### config.mk
export PLATFORM = sky130hd
export DESIGN_NAME = chunk_packer
export DESIGN_NICKNAME = d
export VERILOG_FILES = /design/src/rtl/packer_pkg.sv /design/src/rtl/word_hold_reg.sv /design/src/rtl/chunk_packer.sv
export SDC_FILE = /design/constraint.sdc
export NUM_CORES = 1
export LEC_CHECK = 0
export BUFFER_PORTS_ARGS = -buffer_cell sky130_fd_sc_hd__buf_4
export CORE_MARGIN = 2
export CORE_UTILIZATION = 45
export CTS_BUF_LIST = sky130_fd_sc_hd__clkbuf_4 sky130_fd_sc_hd__clkbuf_8
export DETAILED_ROUTE_END_ITERATION = 12
export HOLD_SLACK_MARGIN = 0.02
export PLACE_DENSITY = 0.68
export SLEW_MARGIN = 30
export SYNTH_ARGS = -nofsm -noshare
export SYNTH_HDL_FRONTEND = slang
export SYNTH_SLANG_ARGS = --single-unit
### constraint.sdc
create_clock -name clk_i -period 1.85 [get_ports clk_i]
set_clock_uncertainty 0.1 [all_clocks]
set_input_delay 0.0925 -clock clk_i [delete_from_list [all_inputs] [get_ports clk_i]]
set_output_delay 0.0925 -clock clk_i [all_outputs]
set_load 0.005 [all_outputs]
### src/rtl/packer_pkg.sv
`default_nettype none
// ============================================================================
//  Module      : packer_pkg
//  Description : Shared widths and chunk-ordering helpers for the pusher and
//                the packer, so both sides agree on slot placement.
//  Revision    : 1.0  initial release
// ============================================================================
package packer_pkg;

  localparam int DEF_BUS_WIDTH  = 32;
  localparam int DEF_DATA_WIDTH = 8;

  // Number of chunks that make up one bus word.
  function automatic int chunks(input int bus_w, input int data_w);
    return bus_w / data_w;
  endfunction

  // Width able to hold a chunk count from 0 up to and including chunks().
  function automatic int cnt_w(input int bus_w, input int data_w);
    return $clog2(bus_w / data_w) + 1;
  endfunction

  // MSB bit index of a slot; slot 0 is the most significant chunk.
  function automatic int slot_msb(input int slot, input int bus_w, input int data_w);
    return bus_w - 1 - slot * data_w;
  endfunction

  localparam int CHUNKS = chunks(DEF_BUS_WIDTH, DEF_DATA_WIDTH);
  localparam int CNT_W  = cnt_w(DEF_BUS_WIDTH, DEF_DATA_WIDTH);

endpackage
`default_nettype wire

### src/rtl/word_hold_reg.sv
`default_nettype none
// ============================================================================
//  Module      : word_hold_reg
//  Description : Single-entry valid/ready output register carrying an
//                assembled word, its chunk count and its early-close flag.
//                A new entry may load on the same edge the old one drains.
//  Revision    : 1.0  initial release
// ============================================================================
module word_hold_reg
  import packer_pkg::*;
#(
  parameter int DATA_W  = DEF_BUS_WIDTH,
  parameter int COUNT_W = CNT_W
) (
  input  logic               clk_i,
  input  logic               rst_ni,
  input  logic               in_valid_i,
  output logic               in_ready_o,
  input  logic [DATA_W-1:0]  in_data_i,
  input  logic [COUNT_W-1:0] in_count_i,
  input  logic               in_last_i,
  output logic               out_valid_o,
  input  logic               out_ready_i,
  output logic [DATA_W-1:0]  out_data_o,
  output logic [COUNT_W-1:0] out_count_o,
  output logic               out_last_o
);

  logic               r_valid;
  logic [DATA_W-1:0]  r_data;
  logic [COUNT_W-1:0] r_count;
  logic               r_last;

  assign in_ready_o  = !r_valid || out_ready_i;
  assign out_valid_o = r_valid;
  assign out_data_o  = r_data;
  assign out_count_o = r_count;
  assign out_last_o  = r_last;

  // Load on an accepted entry, otherwise drop valid once the consumer takes it;
  // payload is left untouched after a drain so it stays stable until the next load.
  always_ff @(posedge clk_i or negedge rst_ni) begin
    if (!rst_ni) begin
      r_valid <= 1'b0;
      r_data  <= '0;
      r_count <= '0;
      r_last  <= 1'b0;
    end else if (in_valid_i && in_ready_o) begin
      r_valid <= 1'b1;
      r_data  <= in_data_i;
      r_count <= in_count_i;
      r_last  <= in_last_i;
    end else if (r_valid && out_ready_i) begin
      r_valid <= 1'b0;
    end
  end

endmodule
`default_nettype wire

### src/rtl/chunk_packer.sv
`default_nettype none
// ============================================================================
//  Module      : chunk_packer
//  Description : Width up-converter. Collects DATA_WIDTH chunks, most
//                significant first, into BUS_WIDTH words; last_i closes a
//                word early with the unfilled low slots zeroed.
//  Revision    : 1.0  initial release
// ============================================================================
module chunk_packer
  import packer_pkg::*;
#(
  parameter int BUS_WIDTH  = DEF_BUS_WIDTH,
  parameter int DATA_WIDTH = DEF_DATA_WIDTH
) (
  input  logic                                        clk_i,
  input  logic                                        rst_ni,
  input  logic [DATA_WIDTH-1:0]                       data_i,
  input  logic                                        valid_i,
  input  logic                                        last_i,
  output logic                                        ready_o,
  output logic [BUS_WIDTH-1:0]                        data_o,
  output logic [cnt_w(BUS_WIDTH, DATA_WIDTH)-1:0]     count_o,
  output logic                                        last_o,
  output logic                                        valid_o,
  input  logic                                        ready_i
);

  localparam int                 C_CHUNKS   = chunks(BUS_WIDTH, DATA_WIDTH);
  localparam int                 C_CNT_W    = cnt_w(BUS_WIDTH, DATA_WIDTH);
  localparam logic [C_CNT_W-1:0] C_LAST_CNT = C_CNT_W'(C_CHUNKS - 1);

  // Fill counter: index of the slot the next accepted chunk lands in.
  logic [C_CNT_W-1:0]   r_cnt;
  logic [BUS_WIDTH-1:0] r_asm;

  logic                 w_hold_ready;
  logic                 w_accept;
  logic                 w_close;
  logic [BUS_WIDTH-1:0] w_word;
  logic [C_CNT_W-1:0]   w_count;
  logic                 w_last;

  // Reset gates ready so no chunk is claimed while the packer is held in reset.
  assign ready_o  = rst_ni && w_hold_ready;
  assign w_accept = valid_i && ready_o;
  assign w_close  = w_accept && ((r_cnt == C_LAST_CNT) || last_i);
  assign w_count  = r_cnt + C_CNT_W'(1);
  assign w_last   = last_i && (r_cnt != C_LAST_CNT);

  // Assembly value including the incoming chunk; slots after the current one
  // are forced to zero so an early-closed word is padded regardless of history.
  for (genvar k = 0; k < C_CHUNKS; k++) begin : g_slot
    localparam int                 C_MSB = slot_msb(k, BUS_WIDTH, DATA_WIDTH);
    localparam logic [C_CNT_W-1:0] C_IDX = C_CNT_W'(k);
    assign w_word[C_MSB -: DATA_WIDTH] =
      (r_cnt == C_IDX) ? data_i :
      (r_cnt >  C_IDX) ? r_asm[C_MSB -: DATA_WIDTH] : '0;
  end

  // Advance the fill counter per accepted chunk; restart from an empty word on close.
  always_ff @(posedge clk_i or negedge rst_ni) begin
    if (!rst_ni) begin
      r_cnt <= '0;
      r_asm <= '0;
    end else if (w_close) begin
      r_cnt <= '0;
      r_asm <= '0;
    end else if (w_accept) begin
      r_cnt <= w_count;
      r_asm <= w_word;
    end
  end

  word_hold_reg #(
    .DATA_W  (BUS_WIDTH),
    .COUNT_W (C_CNT_W)
  ) u_hold (
    .clk_i       (clk_i),
    .rst_ni      (rst_ni),
    .in_valid_i  (w_close),
    .in_ready_o  (w_hold_ready),
    .in_data_i   (w_word),
    .in_count_i  (w_count),
    .in_last_i   (w_last),
    .out_valid_o (valid_o),
    .out_ready_i (ready_i),
    .out_data_o  (data_o),
    .out_count_o (count_o),
    .out_last_o  (last_o)
  );

endmodule
`default_nettype wire

==> results.ini, run 1 <==
[worst_hold_path]
min_path_type=input port to async pin

[synth]
synthCells=277
ys.warnings.count=0
synth_nets=295
netlist_area_um2=3110
synthDistinctLibCells=34
synth.avg_cell_area_um2=11.2
synth_seq_cells=72
synth-seq-area-share_pct=57.9

[place]
dp.cells=410
gp_congestion=0.832
dp_hpwl_mm=4.81
port_buffers=50

[timing]
setup_violations=0
tightestPinTransition_ns=0.491
finalHoldViolCount=0
fin_crit_ns=1.79
relSlewSlack_pct=67.3
rsz0062_at_grt=yes
fmax_mhz=559
slew_viol_final=0
finalCritPeriodShare_pct=96.7

[setup_path]
required_ns=1.99
cp-startpoint=r_cnt[0]$_DFFE_PN0P_
critical_path_class=register to register
reg2reg_depth=7
crit_path_start_kind=register
cp.arrival_ns=1.93
end_kind=register
critPathMaxFanout=24
reg2reg_from=r_cnt[0]$_DFFE_PN0P_

[detailed_routing]
vias_per_cell=5.52
vias=2422
wl_per_cell_um=17.2
drc=0
ant_nets=0
detailedRoute.firstIterationViolations=136
wl_mm=7.55
drt_pass1_iterations=4

[layout]
final_cell_mix=dfrtp_1, buf_4, nor2_1, a22o_1, a21oi_1
drive_gt1_share_pct=35.1
final_common_cell=dfrtp_1
diodes=0
fin_cells=439
area_delta_synth_final_pct=32.1
nNetsFinal=372

[outcome]
status=finished clean

[global_routing]
grt_pass1_vias=2356
grt_pass1_wl_mm=12.0
global_route.usage.total_pct=21.2
overflow=0
antenna_found_initial=0
grt_max_degree=40

[clocking]
cts_root_buf=clkbuf_8
clock_latency_ns=0.35
cts_made_buffers=9
cts_tree=built
cts_buffer_depth=2
htree_levels=3
clk_pin_slew_ns=0.08
cts_sinks=72

[job]
drv_cap=0

[die]
pin_count=51
die_area_um2=7600
row_count=30
fp.dieH_um=87.2
core_um2=6760
start_util_pct=46.1
die_w_um=87.2

[power]
design_power_total_mw=4.86
power_leakage_nw=1.96
power_density_nw_per_um2=1180
ir_worst_vdd_mv=0.740

-- flip-flops by register name, indices dropped and copies added (netlist names) --
| name | cells |
|---|---|
| u_hold.out_count_o | 3 |
| u_hold.out_last_o | 1 |
| r_asm | 32 |
| u_hold.out_valid_o | 1 |
| u_hold.out_data_o | 32 |
| r_cnt | 3 |
-- cell type report --
class,instances,area [µm²]
Fill cell,578,2640
Tap cell,80,100
Clock inverter,7,96.3
Timing Repair Buffer,82,679
Clock buffer,9,124
Inverter,3,15.0
Multi-Input combinational cell,186,1300
Sequential cell,72,1800
-- path summary, 6_finish.rpt --
kind / slack, ns / end
max in group asynchronous: 1.01 / u_hold.out_data_o[21]$_DFFE_PN0P_
min in group clk_i: 0.26 / u_hold.out_last_o$_DFFE_PN0P_
setup reg to reg: 0.06 / u_hold.out_data_o[20]$_DFFE_PN0P_
setup / recovery: 0.06 / u_hold.out_data_o[20]$_DFFE_PN0P_
hold / removal: 0.26 / r_asm[15]$_DFFE_PN0P_
hold reg to reg: 0.38 / r_asm[7]$_DFFE_PN0P_
-- critical path, stage by stage, from the launching register on --
cell	delay, ns
dfrtp_1	0.41
ha_2	0.19
ha_2	0.18
or2_4	0.28
and3_4	0.19
buf_12	0.16
nor2_1	0.09
a21oi_1	0.05
-- synth_stat cells --
cell type	n	area share, %
nand2b_4	1	0.44
o21ai_0	3	0.48
or3_1	2	0.40
nand3_1	9	1.4
ha_1	5	2.0
nand3_2	2	0.64
nand2b_1	2	0.40
dfrtp_1	72	58
buf_2	4	0.64
a22o_1	24	6.7
o21a_1	1	0.24
mux2i_1	8	2.6
inv_1	3	0.36
a21oi_1	21	3.4
nand2_2	1	0.20
a21o_1	1	0.24
o21ai_2	1	0.28
nand2_1	19	2.3
a221oi_1	15	4.2
nor3_4	2	1.0
and2_4	2	0.56
buf_4	4	0.96
nor2b_1	9	1.8
o21ai_1	11	1.8
nor2_1	41	4.9
clkbuf_1	1	0.12
buf_1	1	0.12
nor3b_1	1	0.24
and2_1	1	0.20
buf_6	6	2.2
and3_1	1	0.20
or2_4	1	0.28
and3_4	1	0.36
nand2_4	1	0.36
-- kinds of logic after synthesis --
kind of cell	share of synthesized area (%)
DFF	57.9
AOI/OAI and AO/OA	17.4
muxes	2.57
buffers and inverters	4.38
and+or+nand+nor	15.8
adders and majority gates	2.01
-- metrics by stage --
stage | cell area, µm² | util [%] | setup WS, ns | TNS [ns] | hold WS (ns)
after floorplan | 3120 | - | 0.0113 | 0 | -0.303
after global placement | 3620 | 53.6 | 0.0729 | 0 | 0.0779
after detailed placement | 3620 | 53.6 | -0.0117 | -0.0394 | 0.0834
after CTS | 3960 | 58.6 | 0.0280 | 0 | 0.223
after global routing | 4120 | 60.9 | -0.0313 | -0.139 | 0.254
final | 4120 | 60.9 | 0.0604 | 0 | 0.256
-- where the power goes --
group          switching [mW]  internal [mW]  total, mW
sequential              0.193           1.89       2.08
clock                   0.616          0.758       1.37
combinational           0.680          0.727       1.41
total                    1.49           3.37       4.86
-- metal layers --
metal,global-route usage [%],vias to the layer above,wire length [µm]
li1,-,1146,-
met1,29.9,1200,3510
met4,7.55,0,81
met2,31.9,68,3610
met3,5.59,8,346
met5,0,-,0
-- what timing repair did --
item                                    in CTS  in global routing
pin swaps                                    0                  1
endpoints found under the setup margin       8                 43
gates resized for setup                      1                 30
endpoints found under the hold margin      125                  0
cloned                                       0                  0
buffers inserted                             0                  2
hold buffers                                11                  0
Power figures use the tool's default switching activity.
==> run 2: changes to the inputs <==
- ABC_CLOCK_PERIOD_IN_PS: not set -> 1850
- REMOVE_ABC_BUFFERS: not set -> 1
==> run 2 against run 1 <==
Compared with the run above: clock power rose by 15%; power rose by 4.9%; clock-buffer cell count rose by 2; sequential power barely moved; die area did not move; register-to-register slack barely moved; wire length fell by 0.70%; core utilization rose by 1.6 points; final cell count rose by 1.1%; global-route usage fell by 0.087 points; non-clock buffer count rose by 5; largest power group unchanged; via count fell by 0.87%.
==> results.ini, run 2 (same netlist as run 1, synthesis figures left out) <==
[clocking]
cts_sinks=72
cts_tree=built
cts_root_buf=clkbuf_8
cts_made_buffers=9
clk_pin_slew_ns=0.08
htree_levels=3
clock_latency_ns=0.36
cts_buffer_depth=2

[setup_path]
critPathMaxFanout=14
crit_path_start_kind=register
reg2reg_depth=7
end_kind=register
critical_path_class=register to register
cp.arrival_ns=1.93
required_ns=1.99

[power]
power_density_nw_per_um2=1210
power_leakage_nw=2.04
p_comb_share_pct=28.5
swShare_pct=29.2
ir_worst_vdd_mv=0.691
p_clk_share_pct=30.7
p_int_mw=3.61
power_frac_seq_pct=40.7
switching_power_mw=1.49

[detailed_routing]
wl_met3_um=434
wl_mm=7.50
wl_per_cell_um=16.9
drt_pass1_iterations=4
route.met2.wl_mm=3.49
drt-met1-wl_mm=3.47
ant_nets=0
drc=0
vias_per_cell=5.41
vias=2401
dr.max_layer_used=met4
detailedRoute.firstIterationViolations=85

[die]
start_util_pct=46.1
die_area_um2=7600
row_count=30
core_um2=6760
die_w_um=87.2
fp.dieH_um=87.2
pin_count=51

[layout]
final_area_um2=4220
fin_cells=444
diodes=0
nNetsFinal=377
area_delta_synth_final_pct=35.6
drive_gt1_share_pct=36.8
fill_cells=551
final_cell_mix=buf_4, dfrtp_1, nor2_1, a22o_1, a21oi_1

[global_routing]
grt_max_degree=38
overflow=0
grt_pass1_vias=2316
grt_pass1_wl_mm=12.0
global_route.usage.total_pct=21.1
antenna_found_initial=0

[place]
gp_congestion=0.819
port_buffers=50
pre_cts_ws_ns=-0.0675
dp.cells=411
dp_hpwl_mm=4.78
dpl_cell_area_um2=3650

[worst_hold_path]
min_path_type=input port to async pin

[timing]
fin_crit_ns=1.79
fmax_mhz=559
finalWorstSetupSlack_ns=0.0618
fin_setup_tns_ns=0
tightestPinTransition_ns=0.462
rsz0062_at_grt=yes
finalHoldViolCount=0
relSlewSlack_pct=69.2
finalCritPeriodShare_pct=96.7
setup_violations=0
slew_viol_final=0
timing.hold.ws_ns=0.221

[job]
drv_cap=0

[outcome]
status=finished clean

-- run 2: changes by cell type in the layout (fill, tap and decap cells not counted), moves of 2 or more --
cell | before | now
a221oi_2 | 9 | 12
clkbuf_8 | 9 | 11
nor2_2 | 12 | 9
buf_4 | 67 | 72
nor2_1 | 29 | 32
clkinvlp_4 | 4 | 1
a221oi_1 | 6 | 3
-- run 2: layout make-up --
type	instances	area, µm²	area share, %
clock buffer	11	151	3.58
clock inverter	5	103	2.43
inverter	3	11.3	0.267
multi-input combinational	186	1340	31.6
sequential	72	1800	42.7
tap	80	100	2.37
timing repair buffer	87	722	17.1
-- run 2: worst paths after layout --
path	from	end	slack, ns
max	r_cnt[0]$_DFFE_PN0P_	u_hold.out_data_o[15]$_DFFE_PN0P_	0.06
max in group asynchronous	rst_ni	r_cnt[1]$_DFFE_PN0P_	1.08
min reg2reg	u_hold.out_count_o[1]$_DFFE_PN0P_	u_hold.out_count_o[1]$_DFFE_PN0P_	0.39
max reg2reg	r_cnt[0]$_DFFE_PN0P_	u_hold.out_data_o[15]$_DFFE_PN0P_	0.06
min in group clk_i	valid_i	u_hold.out_last_o$_DFFE_PN0P_	0.24
min	rst_ni	u_hold.out_data_o[20]$_DFFE_PN0P_	0.22
-- run 2: through the flow --
step                      utilization (%)  total power [mW]
after floorplan                         -              2.70
after global placement               54.1              3.37
after detailed placement             54.1              3.40
after CTS                            60.1              5.00
after global routing                 62.5              5.38
final                                62.5              5.10
-- run 2: power groups by stage --
stage / sequential, mW / combinational, mW / clock [mW]
after floorplan: 2.10 / 0.601 / 0
after global placement: 2.08 / 1.29 / 0
after detailed placement: 2.09 / 1.30 / 0
after CTS: 2.07 / 1.35 / 1.58
after global routing: 2.12 / 1.60 / 1.66
final: 2.08 / 1.46 / 1.57
-- run 2: critical path: stages (launching register included) --
cell,delay [ns]
dfrtp_1,0.40
ha_2,0.20
ha_2,0.18
or2_4,0.30
and3_4,0.20
buf_12,0.15
nor2_1,0.09
nor2_1,0.05
-- run 2: routing by layer --
| metal | up-vias | global-route usage (%) |
|---|---|---|
| met5 | - | 0 |
| met3 | 10 | 4.17 |
| li1 | 1153 | - |
| met2 | 72 | 31.5 |
| met4 | 0 | 8.39 |
| met1 | 1166 | 30.5 |
-- run 2: timing repair --
| action | in CTS | in global routing |
|---|---|---|
| gates resized for setup | 6 | 30 |
| endpoints found under the setup margin | 47 | 57 |
| pin swaps | 1 | 4 |
| hold buffers | 11 | 0 |
| hold endpoints to repair | 122 | 0 |
| buffers inserted | 2 | 4 |
